[src/rtl/cache_req_arbiter.sv]
// -----------------------------------------------------------------------------
// cache_req_arbiter
//
// Shares one single-ported cache controller between two requesters (port 0 =
// fetch, port 1 = load/store). Requests are arbitrated round-robin and only
// one transaction is ever outstanding to the cache. The winning command is
// latched and held on c_* until c_ack, then the result is returned to the
// winning port as a one-cycle done pulse. If no ack arrives within TIMEOUT
// BUSY cycles, the transaction is aborted with err=1.
//
// Ports
//   clk, rst                      clock, synchronous active-high reset
//   rN_req/op/addr/wdata          request from port N (held until rN_gnt)
//   rN_gnt                        request accepted (combinational, IDLE only)
//   rN_done/err/rdata             registered completion pulse and result
//   c_req/op/addr/wdata           registered command to cache controller
//   c_ack/c_rdata                 cache completion and read data
// -----------------------------------------------------------------------------
module cache_req_arbiter #(
   parameter int ADDR_W  = 32,
   parameter int DATA_W  = 32,
   parameter int TIMEOUT = 64
) (
   input  logic              clk,
   input  logic              rst,
   input  logic              r0_req,
   input  logic              r0_op,
   input  logic [ADDR_W-1:0] r0_addr,
   input  logic [DATA_W-1:0] r0_wdata,
   output logic              r0_gnt,
   output logic              r0_done,
   output logic              r0_err,
   output logic [DATA_W-1:0] r0_rdata,
   input  logic              r1_req,
   input  logic              r1_op,
   input  logic [ADDR_W-1:0] r1_addr,
   input  logic [DATA_W-1:0] r1_wdata,
   output logic              r1_gnt,
   output logic              r1_done,
   output logic              r1_err,
   output logic [DATA_W-1:0] r1_rdata,
   output logic              c_req,
   output logic              c_op,
   output logic [ADDR_W-1:0] c_addr,
   output logic [DATA_W-1:0] c_wdata,
   input  logic              c_ack,
   input  logic [DATA_W-1:0] c_rdata
);

   typedef enum logic [1:0] {
      ST_IDLE = 2'd0,
      ST_BUSY = 2'd1,
      ST_DONE = 2'd2
   } state_t;

   // Last BUSY cycle value of the wait counter; TIMEOUT is limited to 2..255.
   localparam logic [7:0] TO_LAST = 8'(TIMEOUT - 1);

   state_t              state_r, state_s;
   logic                ptr_r, ptr_s;       // tie winner: 0 = port 0, 1 = port 1
   logic                owner_r, owner_s;   // port that owns the current command
   logic                op_r, op_s;
   logic [ADDR_W-1:0]   addr_r, addr_s;
   logic [DATA_W-1:0]   wdata_r, wdata_s;
   logic [7:0]          cnt_r, cnt_s;
   logic                c_req_r, c_req_s;
   logic                done0_r, done0_s, done1_r, done1_s;
   logic                err0_r, err0_s, err1_r, err1_s;
   logic [DATA_W-1:0]   rdata0_r, rdata0_s, rdata1_r, rdata1_s;
   logic                gnt0_s, gnt1_s;
   logic                timeout_s;
   logic [DATA_W-1:0]   result_s;

   // Next-state, grant and result logic for the IDLE/BUSY/DONE controller.
   always_comb begin
      state_s   = state_r;
      ptr_s     = ptr_r;
      owner_s   = owner_r;
      op_s      = op_r;
      addr_s    = addr_r;
      wdata_s   = wdata_r;
      cnt_s     = cnt_r;
      c_req_s   = c_req_r;
      gnt0_s    = 1'b0;
      gnt1_s    = 1'b0;
      // Completion outputs are pulses: cleared unless set this cycle.
      done0_s   = 1'b0;
      done1_s   = 1'b0;
      err0_s    = 1'b0;
      err1_s    = 1'b0;
      rdata0_s  = {DATA_W{1'b0}};
      rdata1_s  = {DATA_W{1'b0}};
      timeout_s = 1'b0;
      // Writes return zero data; aborts also return zero data.
      result_s  = {DATA_W{1'b0}};

      case (state_r)
         ST_IDLE: begin
            c_req_s = 1'b0;
            // Port 0 wins when alone or when the pointer favours it on a tie.
            if (r0_req && (!r1_req || !ptr_r)) begin
               gnt0_s  = 1'b1;
               owner_s = 1'b0;
               op_s    = r0_op;
               addr_s  = r0_addr;
               wdata_s = r0_wdata;
               ptr_s   = 1'b1;
               cnt_s   = 8'd0;
               c_req_s = 1'b1;
               state_s = ST_BUSY;
            end else if (r1_req) begin
               gnt1_s  = 1'b1;
               owner_s = 1'b1;
               op_s    = r1_op;
               addr_s  = r1_addr;
               wdata_s = r1_wdata;
               ptr_s   = 1'b0;
               cnt_s   = 8'd0;
               c_req_s = 1'b1;
               state_s = ST_BUSY;
            end else begin
               state_s = ST_IDLE;
            end
         end

         ST_BUSY: begin
            // Ack beats a coincident timeout.
            if (c_ack) begin
               if (op_r) begin
                  result_s = {DATA_W{1'b0}};
               end else begin
                  result_s = c_rdata;
               end
            end else begin
               result_s  = {DATA_W{1'b0}};
               timeout_s = (cnt_r == TO_LAST);
            end

            if (c_ack || timeout_s) begin
               c_req_s = 1'b0;
               state_s = ST_DONE;
               if (owner_r) begin
                  done1_s  = 1'b1;
                  err1_s   = timeout_s;
                  rdata1_s = result_s;
               end else begin
                  done0_s  = 1'b1;
                  err0_s   = timeout_s;
                  rdata0_s = result_s;
               end
            end else begin
               cnt_s = cnt_r + 8'd1;
            end
         end

         ST_DONE: begin
            // Completion pulse is on the outputs now; no grant this cycle.
            c_req_s = 1'b0;
            state_s = ST_IDLE;
         end

         default: begin
            c_req_s = 1'b0;
            state_s = ST_IDLE;
         end
      endcase
   end

   // State, command and result registers with synchronous reset.
   always_ff @(posedge clk) begin
      if (rst) begin
         state_r  <= ST_IDLE;
         ptr_r    <= 1'b0;
         owner_r  <= 1'b0;
         op_r     <= 1'b0;
         addr_r   <= {ADDR_W{1'b0}};
         wdata_r  <= {DATA_W{1'b0}};
         cnt_r    <= 8'd0;
         c_req_r  <= 1'b0;
         done0_r  <= 1'b0;
         done1_r  <= 1'b0;
         err0_r   <= 1'b0;
         err1_r   <= 1'b0;
         rdata0_r <= {DATA_W{1'b0}};
         rdata1_r <= {DATA_W{1'b0}};
      end else begin
         state_r  <= state_s;
         ptr_r    <= ptr_s;
         owner_r  <= owner_s;
         op_r     <= op_s;
         addr_r   <= addr_s;
         wdata_r  <= wdata_s;
         cnt_r    <= cnt_s;
         c_req_r  <= c_req_s;
         done0_r  <= done0_s;
         done1_r  <= done1_s;
         err0_r   <= err0_s;
         err1_r   <= err1_s;
         rdata0_r <= rdata0_s;
         rdata1_r <= rdata1_s;
      end
   end

   assign r0_gnt   = gnt0_s;
   assign r1_gnt   = gnt1_s;
   assign r0_done  = done0_r;
   assign r1_done  = done1_r;
   assign r0_err   = err0_r;
   assign r1_err   = err1_r;
   assign r0_rdata = rdata0_r;
   assign r1_rdata = rdata1_r;
   assign c_req    = c_req_r;
   assign c_op     = op_r;
   assign c_addr   = addr_r;
   assign c_wdata  = wdata_r;

endmodule

[config.mk]
export PLATFORM = sky130hd
export DESIGN_NAME = cache_req_arbiter
export DESIGN_NICKNAME = d
export VERILOG_FILES = /design/src/rtl/cache_req_arbiter.sv
export SDC_FILE = /design/constraint.sdc
export NUM_CORES = 1
export LEC_CHECK = 0
export CAP_MARGIN = 10
export CORE_MARGIN = 2
export CORE_UTILIZATION = 30
export CTS_CLUSTER_DIAMETER = 50
export DETAILED_ROUTE_END_ITERATION = 6
export GPL_TIMING_DRIVEN = 0
export PLACE_DENSITY = 0.7
export SKIP_CTS_REPAIR_TIMING = 1
export SYNTH_ARGS = -nofsm -noshare
export SYNTH_HDL_FRONTEND = slang
export SYNTH_SLANG_ARGS = --single-unit
[constraint.sdc]
create_clock -name clk -period 1.8 [get_ports clk]
set_clock_uncertainty 0.15 [all_clocks]
set_input_delay 0.36 -clock clk [delete_from_list [all_inputs] [get_ports clk]]
set_output_delay 0.36 -clock clk [all_outputs]
set_load 0.1 [all_outputs]
; Word-level counts from Yosys, hierarchy flattened
; Index checks and enable logic that the tools add are counted.
[op_classes]
n_mux = 32
n_reduce_logical = 13
eq_ne = 5
add_sub_neg = 1
n_bitwise = 3
[op_table]
columns = op, count
row1 = 2-to-1 mux 32 bit, 6
row2 = 2-to-1 mux 8 bit, 3
row3 = 2-to-1 mux 1 bit, 19
row4 = one-hot mux 8 bit (2 select lines), 1
row5 = "adder 8 x 1 -> 8 bit, second input constant", 1
row6 = "== test 8 x 6 -> 1 bit, second input constant", 1
row7 = OR reduction 4 bit, 2
row8 = "!= test 2 bit, second input constant", 2
row9 = one-hot mux 2 bit (2 select lines), 1
row10 = nonzero test 2 bit, 2
row11 = "!= test 3 bit, second input constant", 1
row12 = inverter 1 bit, 3
row13 = AND reduction 3 bit, 1
row14 = OR reduction 3 bit, 1
row15 = "== test 2 x 1 -> 1 bit, second input constant", 1
row16 = logical NOT 1 bit, 2
row17 = logical NOT 2 bit, 1
row18 = logical OR 1 bit, 2
row19 = 2-to-1 mux 2 bit, 1
row20 = one-hot mux 1 bit (2 select lines), 1
row21 = AND reduction 2 bit, 1
row22 = logical AND 1 bit, 1
[totals]
word_cells = 68
register_bits = 146
input_bits = 167
output_inout_bits = 136

; Depth between registers and ports, before layout
; Gate-level depths: netlist of run 1.
[depth]
word_depth = 6
depth_mapped = 7
mapped_depth_nobuf = 5

; Worst setup path after synthesis of run 1
; No wires, ideal clock.
[synth_path]
kind = input-to-output
start = input port r1_req
end = output port r0_gnt
stages = 5
required_ns = 1.290
slack_ns = -0.141
path_buffers = 3
arrival_time_ns = 1.431
cell_sequence = clkbuf_2 > a21boi_2 > and2_1 > buf_2 > buf_4
[synth_via]
elab_chain_cells = 5
[synth_lines]
columns = element, line_no
row1 = start: declaration, 34  ; input logic r1_req,
row2 = logical NOT 1 bit, 101  ; if (r0_req && (!r1_req || !ptr_r)) begin
row3 = logical OR 1 bit, 101
row4 = logical AND 1 bit, 101
row5 = 2-to-1 mux 1 bit, 101
row6 = 2-to-1 mux 1 bit, 97  ; case (state_r)
row7 = end: declaration, 30  ; output logic r0_gnt,
; No other way between the ends.

; Worst setup path in the final report of run 1
[layout_path]
start = register state_r[0]
end = output port r0_gnt
[layout_via]
elab_chain_cells = 2
[layout_lines]
columns = element, line_no
row1 = start: declaration, 59  ; state_t state_r, state_s;
row2 = start signal: assignment, 187  ; state_r <= state_s;
row3 = logical NOT 2 bit, 97
row4 = 2-to-1 mux 1 bit, 97
; No other way between the ends.

==> results.sh, run 1 <==
export IMPL_outcome="finished, violations left"
export IMPL_violations="setup timing"
export IMPL_fin_crit_ns=2.01
export IMPL_relSlewSlack_pct=44.3
export IMPL_r2r_start="state_r[1]$_SDFFE_PP0P_"
export IMPL_worstMarginPinSlew_ns=0.829
export IMPL_r2r_slack_ns=-0.03
export IMPL_cp_buffers_inverters=3
export IMPL_crit_path_max_fanout=10
export IMPL_power_total_uw=9710
export IMPL_cp_top_family="buffers and inverters"
export IMPL_grt_pass1_wl_um=26600
export IMPL_top_usage_layer="met2"
export IMPL_maxSlewViolCount=0
export IMPL_first_global_vias=4774
export IMPL_switching_share_pct=33.3
export IMPL_vias=5080
export IMPL_die_area_um2=17800
export IMPL_place_inst=986
export IMPL_hp_class="input port to register"
export IMPL_synth_cell_types=43
export IMPL_slowest_delay_ns=0.36
export IMPL_max_freq_mhz=498
export IMPL_p_clk_share_pct=39.0
export IMPL_clk_latency_ns=0.41
export IMPL_io_buffers=300
export IMPL_syn_num_nets=634
export IMPL_clockBufferDepth=2
export IMPL_end_kind="primary output"
export IMPL_cts_tree="done"
export IMPL_ys_flop_type="dfxtp_1"
export IMPL_drive_gt1_share_pct=30.2
export IMPL_cts_sinks=146
export IMPL_fp_dieW_um=133
export IMPL_root_buffer="clkbuf_16"
export IMPL_hold_path_depth=3
export IMPL_powerDensity_nw_per_um2=1120
export IMPL_peakVddDrop_mv=0.621
export IMPL_fin_ws_ns=-0.209
export IMPL_ys_seq_area_share_pct=58.3
export IMPL_post_synth_cell_area_avg_um2=10.8
export IMPL_cts_made_buffers=17
export IMPL_drtAntennaViolNets=0
export IMPL_async_flop_share_pct=0
export IMPL_synth_edf_count=0
export IMPL_cap_violations=0
export IMPL_initial_core_util_pct=30.4
export IMPL_fin_cells=1042
export IMPL_p_comb_share_pct=25.1
export IMPL_routed_wl_um=17800
export IMPL_overflow=0
export IMPL_grt_use_met1_pct=23.4
export IMPL_syn2layout_area_growth_pct=73.3
export IMPL_utilization_pct=52.8
export IMPL_regToRegEndpoint="c_addr[3]$_SDFFE_PP0P_"
export IMPL_fp_row_count=47
export IMPL_dpl_worst_slack_ns=-1.70
export IMPL_met2_usage_pct=31.7
export IMPL_arrival_ns=1.50
export IMPL_h_tree_depth=4
export IMPL_yosys_warnings=0
export IMPL_clk_pin_slew_ns=0.06
export IMPL_drtPass1Iterations=7
export IMPL_core_area_um2=16500
export IMPL_antenna_cells=0
export IMPL_nets=977
export IMPL_fp_dieH_um=133
export IMPL_io_pins=303
export IMPL_cp_required_ns=1.29
export IMPL_drt_initial_drc_count=411
export IMPL_crit_chain="nor2_4, and2_1, buf_6, buf_12, buf_16"
export IMPL_drc=0
export IMPL_critPathLaunchType="register"
export IMPL_grt_max_degree=17
export IMPL_p_leak_uw=0.00402
export IMPL_rr_worst_depth=5
export IMPL_antenna_found_initial=0
export IMPL_use_met3_pct=6.09
export IMPL_path_class="register to primary output"
export IMPL_hold_end="owner_r$_SDFFE_PP0P_"
export IMPL_ys_ff_latch=146
export IMPL_synth_cells=466
export IMPL_syn_area_um2=5010
export IMPL_wl_per_cell_um=17.1
export IMPL_power_switching_uw=3230
export IMPL_dp_hpwl_um=13000
export IMPL_track_usage_pct=19.1
export IMPL_seq_power_share_pct=35.9
export IMPL_setup_viol=20
export IMPL_finalCritPeriodShare_pct=112
export IMPL_min_from="r1_req"
export IMPL_hold_violations=0
export IMPL_vias_per_cell=4.88
export IMPL_power_internal_uw=6480
export IMPL_gp_congestion=0.838
export IMPL_cp_slowest_cell="dfxtp_4"
export IMPL_rsz0062_at_grt="true"
-- routing by layer --
layer  up-vias  share of wire [%]
met5         -                  0
met4         0                1.6
met1      2337                 41
met2       263                 49
met3        21                8.7
li1       2459                  -
-- synthesized netlist by cell type, drive strengths merged, types with 4 or more instances --
| cell type | count | area share, % |
|---|---|---|
| nand3 | 7 | 0.70 |
| clkbuf | 26 | 2.0 |
| mux2i | 14 | 2.8 |
| and3 | 68 | 8.5 |
| nand2 | 4 | 0.30 |
| a222oi | 51 | 10 |
| a21o | 4 | 0.60 |
| nor3 | 5 | 0.60 |
| dfxtp | 146 | 58 |
| a211oi | 14 | 2.1 |
| buf | 18 | 2.4 |
| a21oi | 9 | 1.0 |
| nor2 | 70 | 5.2 |
-- area by class of cell --
| cell class | instances | area (um^2) |
|---|---|---|
| clock inverter | 14 | 204 |
| timing repair buffer | 324 | 2570 |
| tap | 220 | 275 |
| fill | 1551 | 7780 |
| clock buffer | 18 | 429 |
| multi-input combinational | 276 | 1970 |
| sequential | 146 | 2940 |
| buffer | 44 | 298 |
-- how the worst max path moves through the flow --
stage | slack (ns) | depth (start not counted) | end | from
after detailed placement | -1.70 | 6 | r0_gnt | r0_req
after global placement | -1.69 | 6 | r0_gnt | r0_req
after CTS | -1.70 | 6 | r0_gnt | r0_req
after global routing | -0.27 | 5 | r0_gnt | state_r[0]$_SDFFE_PP0P_
final | -0.21 | 5 | r0_gnt | state_r[0]$_SDFFE_PP0P_
after floorplan | 0.003 | 5 | r0_gnt | r1_req
-- power groups by stage --
stage / clock network, uW / registers (uW) / logic [uW]
final: 3790 / 3490 / 2430
after floorplan: 0 / 4650 / 523
after global routing: 4010 / 3510 / 2550
after CTS: 3850 / 3490 / 2480
after global placement: 0 / 3550 / 2470
after detailed placement: 0 / 3550 / 2480
-- layout by cell type, fill, tap and decap left out, drive strengths merged, types with 9 or more instances in the layout --
cell type,n
dfxtp,146
a211oi,14
mux2i,14
clkbuf,174
buf,48
a222oi,51
nor2,70
a21oi,9
clkdlybuf4s50,162
and3,68
-- through the flow --
stage / instance area [um^2] / hold slack, ns / setup TNS, ns
5_1_grt: 8690 / 0.217 / -8.95
3_5_place_dp: 8310 / 0.330 / -106.78
3_3_place_gp: 8310 / 0.320 / -104.64
4_1_cts: 8940 / 0.158 / -112.08
2_1_floorplan: 5030 / 0.280 / 0
6_report: 8690 / 0.190 / -0.655
-- sequential cells by signal, indices dropped and copies added, names as in the netlist --
signal,cells
c_addr,32
c_op,1
c_req,1
c_wdata,32
cnt_r,8
owner_r,1
ptr_r,1
r0_done,1
r0_err,1
r0_rdata,32
r1_done,1
r1_err,1
r1_rdata,32
state_r,2
-- tightest hold or removal path, delay by kind of cell --
family	cells	cell delay (ns)
compound gates	1	0.15
buf+inv	1	0.15
simple gates	1	0.05
-- cell families (layout without fill, tap and decap cells) --
family          Yosys count  count (layout)  synth area share, %
fa+ha+maj                 1               1                0.250
mux                      14              14                 2.80
buf+inv                  44             400                 4.42
flops                   146             146                 58.3
simple gates            172             172                 18.3
compound gates           89              89                 15.9
(Power assumes the default switching activity.)
==> inputs of run 2 (changes only) <==
==> constraint.sdc (replaced) <==
create_clock -name clk -period 1.8 [get_ports clk]
set_clock_uncertainty 0.15 [all_clocks]
set_input_delay 0.18 -clock clk [delete_from_list [all_inputs] [get_ports clk]]
set_output_delay 0.18 -clock clk [all_outputs]
set_load 0.1 [all_outputs]
==> results.sh, run 2 (same netlist as run 1, synthesis figures left out) <==
export IMPL_root_buffer="clkbuf_16"
export IMPL_antenna_found_initial=0
export IMPL_syn2layout_area_growth_pct=69.2
export IMPL_worstMarginPinSlew_ns=0.580
export IMPL_rr_worst_depth=4
export IMPL_peakVddDrop_mv=0.616
export IMPL_relSlewSlack_pct=61.5
export IMPL_drtAntennaViolNets=0
export IMPL_clk_pin_slew_ns=0.06
export IMPL_overflow=0
export IMPL_max_freq_mhz=534
export IMPL_drt_initial_drc_count=409
export IMPL_cts_made_buffers=17
export IMPL_grt_pass1_wl_um=27000
export IMPL_p_leak_uw=0.00390
export IMPL_nets=964
export IMPL_clockBufferDepth=2
export IMPL_cap_violations=0
export IMPL_violations="setup timing"
export IMPL_cts_tree="done"
export IMPL_antenna_cells=0
export IMPL_core_area_um2=16500
export IMPL_fp_row_count=47
export IMPL_end_kind="primary output"
export IMPL_utilization_pct=51.5
export IMPL_grt_max_degree=17
export IMPL_vias_per_cell=5.02
export IMPL_hold_path_depth=3
export IMPL_rsz0062_at_grt="true"
export IMPL_layout_common_cells="clkdlybuf4s50_1 (162), clkbuf_2 (143), dfxtp_1 (138)"
export IMPL_power_switching_uw=3260
export IMPL_drive_gt1_share_pct=29.0
export IMPL_gp_congestion=0.823
export IMPL_track_usage_pct=19.4
export IMPL_setup_viol=2
export IMPL_finalSetupTns_ns=-0.145
export IMPL_path_class="register to primary output"
export IMPL_cts_sinks=146
export IMPL_wl_per_cell_um=17.3
export IMPL_critPathLaunchType="register"
export IMPL_initial_core_util_pct=30.4
export IMPL_dp_hpwl_um=13100
export IMPL_maxSlewViolCount=0
export IMPL_drtPass1Iterations=7
export IMPL_first_global_vias=4894
export IMPL_final_common_cell="clkdlybuf4s50_1"
export IMPL_fin_crit_ns=1.87
export IMPL_crit_path_max_fanout=10
export IMPL_h_tree_depth=4
export IMPL_die_area_um2=17800
export IMPL_io_buffers=300
export IMPL_io_pins=303
export IMPL_outcome="finished, violations left"
export IMPL_fp_dieH_um=133
export IMPL_power_internal_uw=6060
export IMPL_arrival_ns=1.54
export IMPL_vias=5163
export IMPL_hold_violations=0
export IMPL_cp_required_ns=1.47
export IMPL_clk_latency_ns=0.41
export IMPL_fp_dieW_um=133
export IMPL_powerDensity_nw_per_um2=1100
export IMPL_p_comb_share_pct=25.8
export IMPL_hp_class="input port to register"
export IMPL_finalCritPeriodShare_pct=104
export IMPL_fin_ws_ns=-0.0743
export IMPL_drc=0
export IMPL_switching_share_pct=35.0
export IMPL_seq_power_share_pct=37.5
export IMPL_routed_wl_um=17800
export IMPL_p_clk_share_pct=36.7
-- run 2: changes by cell type in the layout (fill, tap and decap cells not counted), sizes merged --
cell / change
buf: -14
inv: +5
clkinv: -4
bufinv: -3
clkinvlp: +2
clkbuf: +1
-- run 2: layout make-up --
cell class | instances | area (um^2)
plain buffers | 44 | 295
clock buffers | 18 | 429
clock inverters | 14 | 144
fillers | 1580 | 7980
multi-input cells | 276 | 1950
flip-flops and latches | 146 | 2940
well taps | 220 | 275
repair buffers | 311 | 2460
-- run 2: power by group through the flow --
stage / clock network, uW / registers, uW / logic [uW]
detailed placement: 0 / 3560 / 2470
floorplan: 0 / 4650 / 517
CTS: 3500 / 3490 / 2480
finish: 3420 / 3500 / 2410
global route: 3650 / 3510 / 2520
global placement: 0 / 3550 / 2460
-- run 2: final timing paths --
path | endpoint | slack (ns) | startpoint
setup reg to reg | cnt_r[5]$_SDFFE_PP0P_ | 0.03 | state_r[0]$_SDFFE_PP0P_
hold / removal | owner_r$_SDFFE_PP0P_ | 0.02 | r1_req
hold reg to reg | c_req$_SDFFE_PP0P_ | 0.34 | c_req$_SDFFE_PP0P_
setup / recovery | r0_gnt | -0.07 | ptr_r$_SDFFE_PP0P_
-- run 2: metrics by stage --
stage | cell area [um^2] | setup slack [ns] | instances | hold WS (ns) | power [uW]
4_1_cts | 8870 | -1.43 | 1018 | -0.0396 | 9470
2_1_floorplan | 5020 | 0.0795 | 466 | 0.0995 | 5170
3_3_place_gp | 8300 | -1.38 | 986 | 0.319 | 6020
3_5_place_dp | 8300 | -1.39 | 986 | 0.324 | 6030
5_1_grt | 8480 | -0.144 | 1029 | 0.0517 | 9680
6_report | 8480 | -0.0743 | 1029 | 0.0200 | 9330
-- run 2: routing by layer --
| layer | routed length (um) | vias to the layer above | global-route usage, % |
|---|---|---|---|
| met1 | 7180 | 2424 | 23.3 |
| li1 | - | 2437 | - |
| met2 | 8730 | 274 | 32.4 |
| met4 | 356 | 0 | 7.21 |
| met5 | 0 | - | 0 |
| met3 | 1550 | 28 | 6.35 |
-- run 2: worst max-delay path: stages (launching register included) --
cell      delay, ns
dfxtp_2        0.34
a21boi_4       0.17
and2_4         0.16
buf_8          0.13
buf_8          0.14
buf_12         0.17
==> inputs of run 3 (changes only) <==
Settings changed: CORE_MARGIN 2 to 8, CORE_UTILIZATION 30 to 34, PLACE_DENSITY 0.7 to 0.87.
==> results.sh, run 3 (same netlist as run 1, synthesis figures left out) <==
export IMPL_outcome="finished, violations left"
export IMPL_violations="DRC, setup timing"
export IMPL_drive_gt1_share_pct=29.2
export IMPL_io_pins=303
export IMPL_cp_required_ns=1.47
export IMPL_io_buffers=300
export IMPL_drtAntennaViolNets=0
export IMPL_fp_row_count=44
export IMPL_r2r_slack_ns=-0.03
export IMPL_clk_pin_slew_ns=0.06
export IMPL_fin_crit_ns=1.87
export IMPL_rsz0062_at_grt="true"
export IMPL_layout_common_cells="clkdlybuf4s50_1 (163), clkbuf_2 (138), dfxtp_1 (137)"
export IMPL_p_leak_uw=0.00391
export IMPL_hold_violations=0
export IMPL_vias_per_cell=5.25
export IMPL_nets=969
export IMPL_h_tree_depth=4
export IMPL_slowest_delay_ns=0.36
export IMPL_fp_dieW_um=137
export IMPL_fp_dieH_um=137
export IMPL_holdWs_ns=0.0139
export IMPL_drt_initial_drc_count=355
export IMPL_maxSlewViolCount=0
export IMPL_crit_path_max_fanout=6
export IMPL_relSlewSlack_pct=60.0
export IMPL_end_kind="primary output"
export IMPL_first_global_vias=5389
export IMPL_grt_pass1_wl_um=29500
export IMPL_wl_per_cell_um=20.7
export IMPL_n_fill_cell=1283
export IMPL_arrival_ns=1.54
export IMPL_crit_chain="nor2_4, and3_1, buf_6, buf_8, buf_12"
export IMPL_root_buffer="clkbuf_16"
export IMPL_powerDensity_nw_per_um2=1110
export IMPL_peakVddDrop_mv=0.624
export IMPL_max_freq_mhz=534
export IMPL_final_common_cell="clkdlybuf4s50_1"
export IMPL_antenna_found_initial=1
export IMPL_vias=5245
export IMPL_drc=1
export IMPL_finalCritPeriodShare_pct=104
export IMPL_overflow=0
export IMPL_worstMarginPinSlew_ns=0.600
export IMPL_track_usage_pct=20.6
export IMPL_die_area_um2=18900
export IMPL_critPathLaunchType="register"
export IMPL_fin_ws_ns=-0.0726
export IMPL_setup_viol=5
export IMPL_gp_congestion=0.846
export IMPL_initial_core_util_pct=34.6
export IMPL_power_total_uw=9440
export IMPL_cp_top_family="buffers and inverters"
export IMPL_cp_slowest_cell="dfxtp_4"
export IMPL_clockBufferDepth=2
export IMPL_cts_sinks=146
export IMPL_clk_latency_ns=0.42
export IMPL_cp_buffers_inverters=3
export IMPL_hp_class="input port to register"
export IMPL_syn2layout_area_growth_pct=69.3
export IMPL_cap_violations=0
export IMPL_grt_max_degree=17
export IMPL_core_area_um2=14500
export IMPL_drtPass1Iterations=7
export IMPL_dp_hpwl_um=15700
export IMPL_path_class="register to primary output"
export IMPL_place_inst=950
export IMPL_cts_tree="done"
export IMPL_fin_cells=999
export IMPL_cts_made_buffers=17
export IMPL_routed_wl_um=20600
[run 3: cell count changes in the layout (fill, tap and decap cells not counted), moves of 2 or more]
cell and delta:
inv_8 +2, clkinvlp_4 -2, dfxtp_4 +4, clkbuf_1 +3
clkbuf_2 -5, buf_4 +4, dfxtp_2 -3, buf_6 +4
buf_8 -2
[run 3: path summary, 6_finish.rpt]
check             depth (start not counted)                     end               startpoint
setup / recovery                          5                  r1_gnt  state_r[0]$_SDFFE_PP0P_
hold / removal                            3    owner_r$_SDFFE_PP0P_                   r1_req
setup reg to reg                          7  r0_rdata[5]$_SDFF_PP0_    cnt_r[1]$_SDFFE_PP0P_
hold reg to reg                           2      c_req$_SDFFE_PP0P_       c_req$_SDFFE_PP0P_
[run 3: worst register-to-register path, stage by stage (launching register included)]
cell and delay (ns):
dfxtp_4 0.37, ha_4 0.15, and3_4 0.24, a21oi_4 0.09
nor3_4 0.33, buf_4 0.18, buf_6 0.10, and3_4 0.17
[run 3: metal layers]
layer	track usage (%)	vias to the layer above	part of all wire (%)
li1	-	2440	-
met3	8.39	30	12
met4	8.33	0	2.2
met5	0	-	0
met2	35.0	288	49
met1	22.3	2487	37
[run 3: power breakdown]
group	internal, uW	switching, uW	total [uW]
clock	1970	1540	3510
sequential	3390	104	3500
combinational	722	1710	2430
[run 3: area by class of cell]
type                            instances  area [um^2]  area share (%)
Tap cell                              184          230            2.71
Sequential cell                       146         2950            34.7
Clock inverter                         15          160            1.89
Multi-Input combinational cell        276         1950            23.0
Antenna cell                            1         2.50          0.0295
Buffer                                 44          293            3.45
Timing Repair Buffer                  316         2480            29.2
Clock buffer                           17          425            5.01
[run 3: metrics by stage]
stage                     worst slack (ns)  TNS [ns]  cell area, um^2  utilization [%]
after detailed placement             -1.46    -58.69             8250             57.0
final                              -0.0726    -0.162             8490             58.6
after global placement               -1.47    -58.34             8250             57.0
after floorplan                     0.0795         0             5020                -
after global routing                -0.150     -3.84             8490             58.6
after CTS                            -1.50    -83.45             8840             61.0
